### src/rtl/ahb_bus_arbiter_pkg.sv
// Shared AHB encodings, arbiter state/owner types and the grant decision
// used by the two-master AHB arbiter.
package ahb_bus_arbiter_pkg;

    localparam logic [1:0] HTRANS_IDLE = 2'b00;
    localparam logic [1:0] HTRANS_NSEQ = 2'b10;
    localparam logic [1:0] HTRANS_SEQ  = 2'b11;

    localparam logic [2:0] HBURST_SINGLE = 3'b000;
    localparam logic [2:0] HBURST_INCR   = 3'b001;

    typedef enum logic [1:0] {
        ST_IDLE     = 2'd0,
        ST_OWN0     = 2'd1,
        ST_OWN1     = 2'd2,
        ST_HANDOVER = 2'd3
    } arb_state_e;

    typedef enum logic [1:0] {
        OWN_NONE = 2'd0,
        OWN_M0   = 2'd1,
        OWN_M1   = 2'd2
    } owner_e;

    // Grant decision from an unowned bus; last_m1 marks m1 as the most recent winner.
    function automatic arb_state_e arb_pick(input logic req0, input logic req1,
                                            input logic last_m1, input logic rr_en);
        arb_state_e pick;
        pick = ST_IDLE;
        if (req0 && req1) begin
            pick = (rr_en && !last_m1) ? ST_OWN1 : ST_OWN0;
        end else if (req0) begin
            pick = ST_OWN0;
        end else if (req1) begin
            pick = ST_OWN1;
        end
        return pick;
    endfunction

endpackage

### src/rtl/ahb_master_mux.sv
// Combinational 2:1 routing of the address-phase bundle (by address owner)
// and of hwdata (by data-phase owner); an unowned phase drives idle zeros.
module ahb_master_mux
    import ahb_bus_arbiter_pkg::*;
#(
    parameter int AW = 64,
    parameter int DW = 64
) (
    input  owner_e          addr_sel,
    input  owner_e          data_sel,
    input  logic [AW-1:0]   m0_haddr,
    input  logic            m0_hwrite,
    input  logic [2:0]      m0_hsize,
    input  logic [2:0]      m0_hburst,
    input  logic [3:0]      m0_hprot,
    input  logic [1:0]      m0_htrans,
    input  logic            m0_hmastlock,
    input  logic [DW-1:0]   m0_hwdata,
    input  logic [AW-1:0]   m1_haddr,
    input  logic            m1_hwrite,
    input  logic [2:0]      m1_hsize,
    input  logic [2:0]      m1_hburst,
    input  logic [3:0]      m1_hprot,
    input  logic [1:0]      m1_htrans,
    input  logic            m1_hmastlock,
    input  logic [DW-1:0]   m1_hwdata,
    output logic [AW-1:0]   haddr,
    output logic            hwrite,
    output logic [2:0]      hsize,
    output logic [2:0]      hburst,
    output logic [3:0]      hprot,
    output logic [1:0]      htrans,
    output logic            hmastlock,
    output logic [DW-1:0]   hwdata
);

    always_comb begin
        haddr     = '0;
        hwrite    = 1'b0;
        hsize     = 3'b000;
        hburst    = HBURST_SINGLE;
        hprot     = 4'b0000;
        htrans    = HTRANS_IDLE;
        hmastlock = 1'b0;
        unique case (addr_sel)
            OWN_M0: begin
                haddr     = m0_haddr;
                hwrite    = m0_hwrite;
                hsize     = m0_hsize;
                hburst    = m0_hburst;
                hprot     = m0_hprot;
                htrans    = m0_htrans;
                hmastlock = m0_hmastlock;
            end
            OWN_M1: begin
                haddr     = m1_haddr;
                hwrite    = m1_hwrite;
                hsize     = m1_hsize;
                hburst    = m1_hburst;
                hprot     = m1_hprot;
                htrans    = m1_htrans;
                hmastlock = m1_hmastlock;
            end
            default: ;
        endcase
    end

    always_comb begin
        hwdata = '0;
        unique case (data_sel)
            OWN_M0:  hwdata = m0_hwdata;
            OWN_M1:  hwdata = m1_hwdata;
            default: ;
        endcase
    end

endmodule

### src/rtl/ahb_bus_arbiter.sv
// Two-master AHB arbiter: m0 = page-table walker, m1 = cache bus unit.
// Grants are held until released, handover inserts an idle address phase.
module ahb_bus_arbiter
    import ahb_bus_arbiter_pkg::*;
#(
    parameter int AW = 64,
    parameter int DW = 64,
    parameter int RR = 0
) (
    input  logic            clk,
    input  logic            rst,
    input  logic            m0_bus_req,
    output logic            m0_bus_ack,
    input  logic [AW-1:0]   m0_haddr,
    input  logic            m0_hwrite,
    input  logic [2:0]      m0_hsize,
    input  logic [2:0]      m0_hburst,
    input  logic [3:0]      m0_hprot,
    input  logic [1:0]      m0_htrans,
    input  logic            m0_hmastlock,
    input  logic [DW-1:0]   m0_hwdata,
    output logic            m0_hready,
    output logic            m0_hresp,
    output logic [DW-1:0]   m0_hrdata,
    input  logic            m1_bus_req,
    output logic            m1_bus_ack,
    input  logic [AW-1:0]   m1_haddr,
    input  logic            m1_hwrite,
    input  logic [2:0]      m1_hsize,
    input  logic [2:0]      m1_hburst,
    input  logic [3:0]      m1_hprot,
    input  logic [1:0]      m1_htrans,
    input  logic            m1_hmastlock,
    input  logic [DW-1:0]   m1_hwdata,
    output logic            m1_hready,
    output logic            m1_hresp,
    output logic [DW-1:0]   m1_hrdata,
    output logic [AW-1:0]   haddr,
    output logic            hwrite,
    output logic [2:0]      hsize,
    output logic [2:0]      hburst,
    output logic [3:0]      hprot,
    output logic [1:0]      htrans,
    output logic            hmastlock,
    output logic [DW-1:0]   hwdata,
    input  logic            hready,
    input  logic            hresp,
    input  logic [DW-1:0]   hrdata
);

    localparam logic RR_EN = (RR != 0);

    arb_state_e state, state_nxt;
    logic       last, last_nxt;
    owner_e     dp_owner;
    owner_e     addr_owner;

    assign addr_owner = (state == ST_OWN0) ? OWN_M0 :
                        (state == ST_OWN1) ? OWN_M1 : OWN_NONE;

    // A low hready stretches every state, so nothing moves without it.
    always_comb begin
        state_nxt = state;
        last_nxt  = last;
        if (hready) begin
            unique case (state)
                ST_OWN0: begin
                    if (!m0_bus_req && !m0_hmastlock) state_nxt = ST_HANDOVER;
                end
                ST_OWN1: begin
                    if (!m1_bus_req && !m1_hmastlock) state_nxt = ST_HANDOVER;
                end
                default: begin
                    state_nxt = arb_pick(m0_bus_req, m1_bus_req, last, RR_EN);
                    if (state_nxt == ST_OWN0) begin
                        last_nxt = 1'b0;
                    end else if (state_nxt == ST_OWN1) begin
                        last_nxt = 1'b1;
                    end
                end
            endcase
        end
    end

    always_ff @(posedge clk) begin
        if (rst) begin
            state    <= ST_IDLE;
            last     <= 1'b1;
            dp_owner <= OWN_NONE;
        end else begin
            state <= state_nxt;
            last  <= last_nxt;
            if (hready) dp_owner <= addr_owner;
        end
    end

    assign m0_bus_ack = (state == ST_OWN0);
    assign m1_bus_ack = (state == ST_OWN1);

    // Ready/response reach a master only while it owns either bus phase.
    assign m0_hready = hready & ((state == ST_OWN0) || (dp_owner == OWN_M0));
    assign m0_hresp  = hresp  & ((state == ST_OWN0) || (dp_owner == OWN_M0));
    assign m1_hready = hready & ((state == ST_OWN1) || (dp_owner == OWN_M1));
    assign m1_hresp  = hresp  & ((state == ST_OWN1) || (dp_owner == OWN_M1));

    assign m0_hrdata = hrdata;
    assign m1_hrdata = hrdata;

    ahb_master_mux #(
        .AW (AW),
        .DW (DW)
    ) u_mux (
        .addr_sel     (addr_owner),
        .data_sel     (dp_owner),
        .m0_haddr     (m0_haddr),
        .m0_hwrite    (m0_hwrite),
        .m0_hsize     (m0_hsize),
        .m0_hburst    (m0_hburst),
        .m0_hprot     (m0_hprot),
        .m0_htrans    (m0_htrans),
        .m0_hmastlock (m0_hmastlock),
        .m0_hwdata    (m0_hwdata),
        .m1_haddr     (m1_haddr),
        .m1_hwrite    (m1_hwrite),
        .m1_hsize     (m1_hsize),
        .m1_hburst    (m1_hburst),
        .m1_hprot     (m1_hprot),
        .m1_htrans    (m1_htrans),
        .m1_hmastlock (m1_hmastlock),
        .m1_hwdata    (m1_hwdata),
        .haddr        (haddr),
        .hwrite       (hwrite),
        .hsize        (hsize),
        .hburst       (hburst),
        .hprot        (hprot),
        .htrans       (htrans),
        .hmastlock    (hmastlock),
        .hwdata       (hwdata)
    );

endmodule

### config.mk
export PLATFORM = sky130hd
export DESIGN_NAME = ahb_bus_arbiter
export DESIGN_NICKNAME = d
export VERILOG_FILES = /design/src/rtl/ahb_bus_arbiter_pkg.sv /design/src/rtl/ahb_master_mux.sv /design/src/rtl/ahb_bus_arbiter.sv
export SDC_FILE = /design/constraint.sdc
export NUM_CORES = 1
export LEC_CHECK = 0
export ABC_AREA = 1
export BUFFER_PORTS_ARGS = -buffer_cell sky130_fd_sc_hd__buf_4
export CAP_MARGIN = 25
export CORE_AREA = 4 4 246 248
export CTS_CLUSTER_SIZE = 20
export DETAILED_ROUTE_END_ITERATION = 8
export DIE_AREA = 0 0 250 252
export GPL_TIMING_DRIVEN = 0
export SLEW_MARGIN = 10
export SYNTH_ARGS = -nofsm -noshare
export SYNTH_HDL_FRONTEND = slang
export SYNTH_SLANG_ARGS = --single-unit
### constraint.sdc
create_clock -name clk -period 1.6 [get_ports clk]
set_input_delay 0 -clock clk [delete_from_list [all_inputs] [get_ports clk]]
set_output_delay 0 -clock clk [all_outputs]
set_load 0.03 [all_outputs]
==> results of run 1 <==
## per-stage QoR
stage / hold slack (ps) / TNS [ps]
finish: 36.0 / -69.5
detailed placement: 217 / -11670
global placement: 217 / -11710
global route: 49.5 / -2650
floorplan: 89.4 / 0
CTS: 39.4 / -168
## worst register-to-register path, delay by kind of cell (launching register included)
kind	cells	cell delay, ps
compound gates	1	260
fa+ha+maj	1	350
buf+inv	1	90
flops	1	320
simple gates	4	350
## flip-flops by register name, summed over array words and instances (netlist names)
name,count
dp_owner,2
state,2
## final timing paths
| path | cells past startpoint | end | slack (ps) | from |
|---|---|---|---|---|
| worst min-delay path | 2 | dp_owner[1] | 40 | hready |
| worst min register to register | 2 | dp_owner[1] | 560 | dp_owner[1] |
| worst max-delay path | 6 | haddr[54] | -30 | state[0] |
| worst max register to register | 7 | state[1] | 120 | state[0] |
## cell usage after synthesis (all sizes together)
cell type / number
ha: 6
inv: 14
buf: 170
dfxtp: 4
nand2: 288
nand3: 1
o21ai: 5
clkbuf: 6
a21oi: 148
nor2: 4
nand4: 1
## kinds of logic (layout without fill, tap and decap cells)
group / count (synthesis) / in the layout / synth area share
other cells: 0 / 1 / 0
fa+ha+maj: 6 / 6 / 0.0216
buf+inv: 190 / 773 / 0.381
flops: 4 / 4 / 0.0230
simple gates: 294 / 294 / 0.332
compound gates: 153 / 153 / 0.242
## timing repair
action | 4_1_cts | 5_1_grt
buffers inserted | 9 | 2
cloned | 1 | 4
pin swaps | 15 | 32
endpoints found under the setup margin | 146 | 134
resized for setup | 145 | 111
## cell type report
type                       count  area share
timing repair buffer         581       0.466
multi-input combinational    453       0.256
buffer                       175       0.158
tap                          773      0.0976
sequential                     4     0.00884
clock buffer                   3     0.00758
inverter                      14     0.00556
antenna                        1    0.000253
## per-layer routing
metal,vias up,track usage,part of all wire
li1,3085,-,-
met1,2826,0.102,0.35
met2,439,0.179,0.50
met3,49,0.0355,0.10
met4,10,0.0382,0.043
met5,-,0,0.0017
## power breakdown
| group | switching (µW) | internal, µW | total (µW) |
|---|---|---|---|
| clock | 75.0 | 320 | 395 |
| combinational | 2520 | 2020 | 4540 |
| sequential | 14.2 | 114 | 128 |
| total | 2610 | 2460 | 5060 |
==> metrics list, run 1 <==
- Counting distinct cell types in the post-synthesis netlist gives 17.
* Antenna violation net count after detailed routing: 0
- For the pin with the worst max-slew slack, the measured transition is 459 ps.
* Final setup margin: -27.6 ps
* Filler cell count: 6770
* Unrepaired setup endpoints after global routing: yes
- Y dimension of the die: 252 µm
* Horiz. Die Dim: 250 µm
- The share of the Yosys chip area taken by registers is 0.0230.
* Outcome: complete, but fails checks
* CP Class: reg -> out
- During I/O placement, the number of pins put on the boundary was 630.
* Timing-limited maximum frequency: 0.614 GHz
* Placed wire-length estimate: 31000 µm
- Synth area leaders: sky130_fd_sc_hd__buf_4 30%, sky130_fd_sc_hd__nand2_1 29%, sky130_fd_sc_hd__a21oi_1 18%
- The final layout contains 1592 nets.
- Number of buffers and inverters on the critical path: 3
- Synthesis inferred 4 register bits.
* Number of instances in the synthesized netlist: 647
- In the layout the commonest cells are 674 x sky130_fd_sc_hd__buf_4, 238 x sky130_fd_sc_hd__nand2_1, 84 x sky130_fd_sc_hd__a21oi_1.
- Final wirelength: 34400 µm
- DRC violation count after routing: 0
- The worst setup path is captured at a primary output.
- Synth top area share: 0.305
* Sort of element at the start of the critical path: flop
- The first global-routing pass estimated 44600 µm of wire.
- In the final layout, the share of cells above drive strength 1 is 0.720.
- The routed design could run at a clock period as short as 1630 ps.
* Placed standard-cell area: 8680 µm²
- Critical Path AT: 1630 ps
- Worst IR Drop VDD: 0.000317 V
* Power per Cell Area: 511 nW/µm²
- Leftover overflow at the end of global routing: 0
- Most common cell after layout, fill and taps aside: sky130_fd_sc_hd__buf_4
* Final Slew Violations: 0
- Slowest library cell on the worst path: sky130_fd_sc_hd__dfxtp_2
- Final setup violating endpoints: 6
* Clk buf depth: 2
- The area growth from synthesis to layout is 185%.
* Detailed Routing Iterations Pass 1: 4
- WP data required: 1600 ps
* TritonCTS clock tree: built
* Skew final: 4.11 ps
- Dividing the detail-routed wire length by the instance count gives 17.1 µm.
- The count of endpoints failing hold in the final timing report was 0.
- Largest fanout of any net on the critical path: 10
* Overall via count from detail_route: 6409
- Number of global-route vias before repair: 6505
- The synthesized design spends more area on one cell type than any other, namely sky130_fd_sc_hd__buf_4.
- The floorplan step defined a die boundary enclosing 63000 µm².
* FP Rows: 89
* Area of the placeable core: 58500 µm²
- Clk_lat worst skew: 230 ps
* Max H-tree Level: 1
- Number of hold buffers added after CTS: 0
- Area of the multi-input gates: 2540 µm²
* Final period util: 1.02
- Clock buffer count from CTS: 3
- Across every metal layer, demand over resource in global routing totals 0.0976.
- Input and output buffers added on the ports amount to 565.
- After clock tree synthesis, the clock-pin slew on the worst setup and hold paths is 30 ps.
* Leakage power: 0.00464 µW
* Avg Inst Size Synth: 5.37 µm²
* Max stage delay on crit path: 330 ps
* Worst-case headroom to the max-slew limit: 0.691
- After detailed routing, the number of vias per cell comes to 3.20.
- Series of cell instances along the critical path: buf_6 -> ha_4 -> buf_6 -> nand2_1 -> a21oi_2 -> buf_4
* Count of maximum capacitance violations: 0
- For this run, the number of Yosys warnings is 0.
- Before CTS, the worst setup slack after placement is -327 ps.
- Including well taps, the total number of placed cells is 1985.
- Failing checks: negative setup slack
- Filler-free cell count of the finished design: 2004
- After the first detailed-routing iteration, the DRC count stood at 232.
- Counting stages on the worst path, the most repeated cell is sky130_fd_sc_hd__buf_6.
* Post-synthesis instance area: 3470 µm²
- Grouping stages by cell kind, the critical path spends the most delay in buffers and inverters.
- With fillers left out, the area of the finished cells amounts to 9910 µm².
* Util after Layout: 0.169
* Maximum number of pins on one net before global-route repair: 11
* Flip-flop and latch area: 87.6 µm²
* Effective utilization at floorplan: 0.0594
- The tightest min-delay check is of the in -> reg type.
- Total power for the finished layout comes to 5060 µW.
* Antenna violations before repair: 7
- The clock net in this run drives a total of 4 sinks.
- When the netlist entered floorplanning its net count stood at 1007.
- Clock root buffer master: sky130_fd_sc_hd__clkbuf_16
* Weighted congestion at the end of routability-driven global placement: 0.858
Power figures use the tool's default switching activity.
==> run 2, diff against run 1 <==
--- a/config.mk
+++ b/config.mk
@@ -8,10 +8,10 @@
 export ABC_AREA = 1
 export BUFFER_PORTS_ARGS = -buffer_cell sky130_fd_sc_hd__buf_4
 export CAP_MARGIN = 25
-export CORE_AREA = 4 4 246 248
+export CORE_AREA = 4 4 245 247
 export CTS_CLUSTER_SIZE = 20
 export DETAILED_ROUTE_END_ITERATION = 8
-export DIE_AREA = 0 0 250 252
+export DIE_AREA = 0 0 249 251
 export GPL_TIMING_DRIVEN = 0
 export SLEW_MARGIN = 10
 export SYNTH_ARGS = -nofsm -noshare
==> constraint.sdc (replaced) <==
create_clock -name clk -period 1.4 [get_ports clk]
set_input_delay 0 -clock clk [delete_from_list [all_inputs] [get_ports clk]]
set_output_delay 0 -clock clk [all_outputs]
set_load 0.03 [all_outputs]
==> metrics list, run 2 (synthesis gave the netlist of run 1 again) <==
* Outcome: complete, but fails checks (unchanged)
- Failing checks: negative setup slack (unchanged)
* Wire length of the first global-routing pass: 43500 µm (was 44600 µm)
- The final setup skew is 0.627 ps (was 4.11 ps).
- Filler cell count: 6327 (was 6770)
* Worst min-delay path category: in -> reg (unchanged)
- The number of buffers and inverters on the critical path is 5 (was 3).
- Commonest non-fill, non-tap cells in the layout: 590 x sky130_fd_sc_hd__buf_4, 147 x sky130_fd_sc_hd__nand2_1, 136 x sky130_fd_sc_hd__buf_6 (was 674 x sky130_fd_sc_hd__buf_4, 238 x sky130_fd_sc_hd__nand2_1, 84 x sky130_fd_sc_hd__a21oi_1)
- The H-tree depth came to 1 (unchanged).
- The total number of nets in the final design was 1629 (was 1592).
- Clock transition time at the flip-flop clock pins of the worst setup and hold paths: 30 ps (about the same)
* Final setup margin: -251 ps (was -27.6 ps)
* Fraction of final layout cells sized beyond drive strength 1: 0.858 (was 0.720)
- The most frequent standard cell in the layout excluding fill and tap cells is sky130_fd_sc_hd__buf_4 (unchanged).
* Slowest library cell on the worst path: sky130_fd_sc_hd__dfxtp_4 (was sky130_fd_sc_hd__dfxtp_2)
* Flip-flop and latch area: 95.1 µm² (was 87.6 µm²)
* Time the final worst path needs with I/O delays and setup: 1650 ps
- The total number of clock tree sinks is 4 (unchanged).
* Area of the multi-input gates: 3650 µm² (was 2540 µm²)
* Power per Cell Area: 590 nW/µm² (was 511 nW/µm²)
- The number of global-route vias before repair is 6715 (was 6505).
- Overall via count from detail_route: 6739 (was 6409)
* Antenna violations before repair: 0 (was 7)
- Sort of element at the start of the critical path: flop (unchanged)
- The HPWL after detailed placement is 26600 µm (was 31000 µm).
* Detailed Routing Iterations Pass 1: 4 (unchanged)
* Ant diodes: 0 (was 1)
- DRC violation count after routing: 0 (unchanged)
- Final Slew Violations: 0 (unchanged)
- TritonCTS clock tree: built (unchanged)
- Unrepaired setup endpoints after global routing: yes (unchanged).
- The largest net degree at the start of global routing was 11 (unchanged).
- WP data required: 1400 ps (was 1600 ps)
- Final setup violating endpoints: 146 (was 6)
* Leading registers by flop count: dp_owner: 2 flops, state: 2 flops (unchanged)
- Final wirelength: 34200 µm (was 34400 µm)
- Y dimension of the die: 251 µm (was 252 µm)
- Die Footprint: 62500 µm² (was 63000 µm²)
- Ratio of routed vias to standard cells: 3.32 (was 3.20)
* Series of cell instances along the critical path: inv_2 -> ha_4 -> clkbuf_16 -> buf_6 -> buf_6 -> nand2_4 -> a21oi_4 -> buf_6 (was buf_6 -> ha_4 -> buf_6 -> nand2_1 -> a21oi_2 -> buf_4)
- Worst IR Drop VDD: 0.000477 V (was 0.000317 V)
- Layout overhead on the synthesized area: 251% (was 185%)
* Leftover overflow at the end of global routing: 0 (unchanged)
- The total global-route track usage was 0.0914 (was 0.0976).
* Hold Vio Cnt, Final: 0 (unchanged)
* Horiz. Die Dim: 249 µm (was 250 µm)
- The total leakage power was 0.00547 µW (was 0.00464 µW).
* Effective utilization at floorplan: 0.0603 (was 0.0594)
* Worst-case headroom to the max-slew limit: 0.831 (was 0.691)
- The final design utilization was 0.212 (was 0.169).
* CP Capture Type: primary output (unchanged)
- Clock root buffer master: sky130_fd_sc_hd__clkbuf_16 (unchanged)
- The data arrival time at the worst-slack endpoint is 1650 ps (was 1630 ps).
- The final routed wire length divided by cell count is 16.8 µm (was 17.1 µm).
- The slew at the pin with the worst max-slew slack is 254 ps (was 459 ps).
* Weighted congestion at the end of routability-driven global placement: 0.842 (was 0.858)
* Count of maximum capacitance violations: 0 (unchanged)
* Largest fanout of any net on the critical path: 5 (was 10)
* Top cell family by delay on the critical path: buffers and inverters (unchanged)
- The cell area after placement came to 8960 µm² (was 8680 µm²).
- The number of buffers inserted by port buffering came to 565 (unchanged).
- The source-to-sink clock delay at the later pin of the worst-skew pair came to 220 ps (was 230 ps).
- The post-route standard cell area excluding fillers came to 12200 µm² (was 9910 µm²).
* Max stage delay on crit path: 380 ps (was 330 ps)
- The buffer levels on the longest clock path is 2 (unchanged).
* FP Rows: 88 (was 89)
- The area of the placeable core came to 57600 µm² (was 58500 µm²).
- The CTS buffer count came to 3 (unchanged).
* Antenna violation net count after detailed routing: 0 (unchanged)
- The startpoint-to-endpoint class of the critical path is reg -> out (unchanged).
- Timing-limited maximum frequency: 0.606 GHz
* Number of design-rule violations left by the first detailed-router iteration: 215 (was 232)
* Library cell appearing most often on the critical path: sky130_fd_sc_hd__buf_6 (unchanged)
- Dividing the final minimum period by the clock period gives 1.18.
- The number of placed I/O pins is 630 (unchanged).
[run 2: cell count changes in the layout (fill, tap and decap cells not counted), moves of 4 or more]
| cell | delta |
|---|---|
| sky130_fd_sc_hd__a21oi_1 | -71 |
| sky130_fd_sc_hd__a21oi_2 | +16 |
| sky130_fd_sc_hd__a21oi_4 | +55 |
| sky130_fd_sc_hd__buf_12 | +19 |
| sky130_fd_sc_hd__buf_16 | +5 |
| sky130_fd_sc_hd__buf_4 | -84 |
| sky130_fd_sc_hd__buf_6 | +84 |
| sky130_fd_sc_hd__clkbuf_16 | +11 |
| sky130_fd_sc_hd__inv_1 | -4 |
| sky130_fd_sc_hd__nand2_1 | -91 |
| sky130_fd_sc_hd__nand2_2 | +51 |
| sky130_fd_sc_hd__nand2_4 | +40 |
[run 2: worst reg2reg max path, stage by stage, from the launching register on]
cell,delay (ps)
sky130_fd_sc_hd__dfxtp_4,370
sky130_fd_sc_hd__inv_4,40
sky130_fd_sc_hd__buf_4,120
sky130_fd_sc_hd__buf_4,130
sky130_fd_sc_hd__ha_1,230
sky130_fd_sc_hd__o21ai_2,90
sky130_fd_sc_hd__nand3_1,120
sky130_fd_sc_hd__nor2_1,130
sky130_fd_sc_hd__nor2_1,50
[run 2: metrics by stage]
step / std cells / total power, µW / setup WS [ps] / hold WS (ps) / TNS [ps]
final: 2032 / 7200 / -251 / 55.4 / -21870
after global routing: 2032 / 7540 / -329 / 75.2 / -31230
after CTS: 2008 / 6470 / -254 / 58.2 / -23210
after detailed placement: 1977 / 4750 / -588 / 218 / -51970
after global placement: 1977 / 4740 / -568 / 217 / -51100
after floorplan: 647 / 2680 / -117 / 89.4 / -7090
[run 2: what timing repair did]
action                                  in CTS  in global routing
endpoints found under the setup margin     148                148
hold endpoints to repair                     2                  0
hold buffers                                 1                  0
gates resized for setup                    357                254
cloned                                      10                 10
pin swaps                                   34                 88
buffers inserted                            18                 17
[run 2: layout make-up]
type	count	area share
timing repair buffer	619	0.459
tap	765	0.0785
clock buffer	3	0.00615
multi-input combinational	453	0.299
inverter	14	0.00564
sequential	4	0.00779
buffer	174	0.144
[run 2: final timing paths]
kind | cells after the start | end | startpoint | slack, ps
hold reg to reg | 2 | dp_owner[1] | dp_owner[1] | 610
setup / recovery | 8 | hwdata[56] | dp_owner[1] | -250
hold / removal | 4 | state[1] | rst | 60
setup reg to reg | 8 | state[1] | state[1] | 10
[run 2: power by group]
group | total [µW] | switching, µW | internal (µW) | leakage, µW
registers | 159 | 29.5 | 130 | 0.0000357
clock network | 440 | 75.8 | 364 | 0.0000370
logic | 6600 | 3530 | 3070 | 0.00540
[run 2: per-layer routing]
layer  track usage  vias up  part of all wire
li1              -     3170                 -
met2         0.168      393              0.52
met4        0.0210        0             0.031
met1         0.107     3135              0.37
met5             0        -                 0
met3        0.0231       41             0.079
==> run 3, diff against run 2 <==
--- a/config.mk
+++ b/config.mk
@@ -8,11 +8,14 @@
 export ABC_AREA = 1
 export BUFFER_PORTS_ARGS = -buffer_cell sky130_fd_sc_hd__buf_4
 export CAP_MARGIN = 25
-export CORE_AREA = 4 4 245 247
+export CELL_PAD_IN_SITES_DETAIL_PLACEMENT = 1
+export CELL_PAD_IN_SITES_GLOBAL_PLACEMENT = 1
+export CORE_AREA = 4 4 244 246
 export CTS_CLUSTER_SIZE = 20
 export DETAILED_ROUTE_END_ITERATION = 8
-export DIE_AREA = 0 0 249 251
+export DIE_AREA = 0 0 248 250
 export GPL_TIMING_DRIVEN = 0
+export PLACE_DENSITY_LB_ADDON = 0.1
 export SLEW_MARGIN = 10
 export SYNTH_ARGS = -nofsm -noshare
 export SYNTH_HDL_FRONTEND = slang
==> constraint.sdc (replaced) <==
create_clock -name clk -period 1.8 [get_ports clk]
set_input_delay 0 -clock clk [delete_from_list [all_inputs] [get_ports clk]]
set_output_delay 0 -clock clk [all_outputs]
set_load 0.03 [all_outputs]
==> metrics list, run 3 (synthesis gave the netlist of run 1 again) <==
* Postcts setup bufs: 0 (was 18)
* Setup slack after placement: -4.78 ps (was -588 ps)
- The worst hold-check path type is in -> reg (unchanged).
- The total leakage power came to 0.00427 µW (was 0.00547 µW).
- Library cell appearing most often on the critical path: sky130_fd_sc_hd__buf_6 (unchanged)
* Sink count of the clock tree: 4 (unchanged)
- Unrepaired setup endpoints after global routing: yes (unchanged).
- Actual slew at the worst max-slew pin: 269 ps (was 254 ps)
- The critical path's largest stage delay is 360 ps (was 380 ps).
- Worst Setup EP: hprot[1] (was hwdata[56])
- Series of cell instances along the critical path: inv_2 -> ha_1 -> buf_6 -> buf_8 -> buf_6 -> a21oi_2 -> buf_4 (was inv_2 -> ha_4 -> clkbuf_16 -> buf_6 -> buf_6 -> nand2_4 -> a21oi_4 -> buf_6).
- The total power divided by cell area was 438 nW/µm² (was 590 nW/µm²).
- Power dissipated by switching net loads: 2080 µW (was 3640 µW)
* Weighted congestion at the end of routability-driven global placement: 0.694 (was 0.842)
* Sort of element at the start of the critical path: flop (unchanged)
- The initial antenna violation count came to 2 (was 0).
- Clk_lat worst skew: 230 ps (was 220 ps)
- The largest net degree at the start of global routing came to 11 (unchanged).
- The peak supply drop came to 0.000191 V (was 0.000477 V).
* Skew final: 3.08 ps (was 0.627 ps)
* Layout overhead on the synthesized area: 157% (was 251%)
- The number of rows in the core area came to 88 (unchanged).
- Number of design-rule violations left by the first detailed-router iteration: 101 (was 215)
- The final worst setup slack is 96.4 ps (was -251 ps).
- Commonest non-fill, non-tap cells in the layout: 707 x sky130_fd_sc_hd__buf_4, 269 x sky130_fd_sc_hd__nand2_1, 117 x sky130_fd_sc_hd__a21oi_1 (was 590 x sky130_fd_sc_hd__buf_4, 147 x sky130_fd_sc_hd__nand2_1, 136 x sky130_fd_sc_hd__buf_6).
- The detailed-route wire length is 33200 µm (was 34200 µm).
- Leading registers by flop count: dp_owner: 2 flops, state: 2 flops (unchanged)
- Max H-tree Level: 1 (unchanged)
* Total power of the final layout: 3910 µW (was 7200 µW)
- The floorplan die height was 250 µm (was 251 µm).
- Clock transition time at the flip-flop clock pins of the worst setup and hold paths: 30 ps (about the same)
- The most frequent standard cell in the layout excluding fill and tap cells was sky130_fd_sc_hd__buf_4 (unchanged).
- Die Footprint: 62000 µm² (was 62500 µm²)
- The total number of vias came to 6178 (was 6739).
* Final setup violating endpoints: 0 (was 146)
* Wire length of the first global-routing pass: 45100 µm (was 43500 µm)
* Boundary pin count: 630 (unchanged)
- The final standard cell count with taps included and fillers excluded is 1980 (was 2032).
- The buffer type at the clock tree root is sky130_fd_sc_hd__clkbuf_16 (unchanged).
* Wirelength per Cell: 16.8 µm (about the same)
- The register-to-register path setup slack was 390 ps (was 10 ps).
* Count of maximum capacitance violations: 0 (unchanged)
* Outcome: completed (was complete, but fails checks)
- Leftover overflow at the end of global routing: 0 (unchanged)
* Final period util: 0.946
- The number of logic stages on the critical path including buffering is 7 (was 8).
* Slowest library cell on the worst path: sky130_fd_sc_hd__dfxtp_4 (unchanged)
- The startpoint-to-endpoint class of the critical path was reg -> out (unchanged).
- DRC violation count after routing: 0 (unchanged)
* Internal Power: 1830 µW (was 3570 µW)
- Timing-limited maximum frequency: 0.587 GHz
* Worst hold slack: 38.8 ps (was 55.4 ps)
- The post-cts hold buffer count came to 0 (was 1).
- WP data required: 1800 ps (was 1400 ps)
- The final antenna-violating net count is 0 (unchanged).
- The launch point of the worst path was state[0] (was dp_owner[1]).
* Horiz. Die Dim: 248 µm (was 249 µm)
- Hold Vio Cnt, Final: 0 (unchanged)
- Area of the placeable core: 57400 µm² (was 57600 µm²)
- The buffer levels on the longest clock path was 2 (unchanged).
- The maximum net fanout on the critical path was 10 (was 5).
- Placed wire-length estimate: 29800 µm (was 26600 µm)
- The proportion of power drawn by flip-flops and latches is 0.028 (was 0.022).
* Effective utilization at floorplan: 0.0606 (was 0.0603)
* Net count, final: 1577 (was 1629)
* Fraction of final layout cells sized beyond drive strength 1: 0.657 (was 0.858)
* CP Capture Type: primary output (unchanged)
* Critical Path AT: 1700 ps (was 1650 ps)
- The number of buffers and inverters on the critical path is 5 (unchanged).
* Clock buffer count from CTS: 3 (unchanged)
* Time the final worst path needs with I/O delays and setup: 1700 ps
- The cell total after placement was 1977 (unchanged).
- The combinational group share of total power is 0.882 (was 0.917).
- Top cell family by delay on the critical path: buffers and inverters (unchanged)
- TritonCTS clock tree: built (unchanged)
* Capture point of the worst reg-to-reg path: state[1] (unchanged)
- Number of global-route vias before repair: 6737 (was 6715)
- Path depth of the worst reg2reg path: 7 (was 8)
- Reg-to-reg startpoint: state[0] (was state[1])
- Total Neg Setup Slack: 0 ps (was -21870 ps)
* Final Slew Violations: 0 (unchanged)
- Fraction of power spent switching nets: 0.532 (was 0.505)
- The remaining max-slew budget at the tightest pin came to 0.820 (was 0.831).
- The part of the total power dissipated in the clock network is 0.089 (was 0.061).
- Ant diodes: 0 (unchanged)
* Port Buffer Count: 565 (unchanged)
* Detailed Routing Iterations Pass 1: 4 (unchanged)
- Global Route Usage Sum: 0.0968 (was 0.0914)
* Ratio of routed vias to standard cells: 3.12 (was 3.32)
==> run 3: power by group through the flow <==
stage               Sequential (µW)  Combinational [µW]  Clock, µW
detailed placement              109                3440          0
finish                          111                3450        349
global placement                109                3460          0
floorplan                       106                1850          0
global route                    113                3730        360
CTS                             108                3540        356
==> run 3: what timing repair did <==
action	4_1_cts	5_1_grt
cloned	0	0
endpoints found under the setup margin	107	85
resized for setup	36	21
pin swaps	1	1
==> run 3: per-stage QoR <==
step            util  area [µm²]
6_report       0.155        8910
5_1_grt        0.155        8910
4_1_cts        0.154        8860
3_5_place_dp   0.151        8670
3_3_place_gp   0.151        8670
2_1_floorplan      -        3470
==> run 3: area by class of cell <==
class                   count  area, µm²
fillers                  7064      48500
clock buffers               3       75.1
well taps                 765        957
multi-input cells         453       2140
repair buffers            565       4260
plain buffers             176       1350
flip-flops and latches      4       83.8
inverters                  14       52.6
==> run 3: per-layer routing <==
| metal | part of all wire | global-route usage |
|---|---|---|
| met5 | 0.0011 | 0 |
| met4 | 0.0031 | 0.00774 |
| met3 | 0.12 | 0.0421 |
| met2 | 0.54 | 0.196 |
| met1 | 0.33 | 0.0921 |
==> run 3: how the worst min path moves through the flow <==
stage | endpoint | cells past startpoint | startpoint
4_1_cts | dp_owner[1] | 2 | hready
3_3_place_gp | m1_hrdata[28] | 2 | hrdata[28]
2_1_floorplan | dp_owner[1] | 1 | hready
6_report | dp_owner[0] | 2 | hready
5_1_grt | dp_owner[1] | 2 | hready
3_5_place_dp | m1_hrdata[40] | 2 | hrdata[40]
==> run 3: worst register-to-register path, stage by stage (launching register included) <==
cell and delay (ps):
sky130_fd_sc_hd__dfxtp_4 360, sky130_fd_sc_hd__inv_2 50, sky130_fd_sc_hd__ha_1 280, sky130_fd_sc_hd__buf_6 150
sky130_fd_sc_hd__buf_8 180, sky130_fd_sc_hd__o21ai_0 110, sky130_fd_sc_hd__nor2_1 120, sky130_fd_sc_hd__nor2_1 50
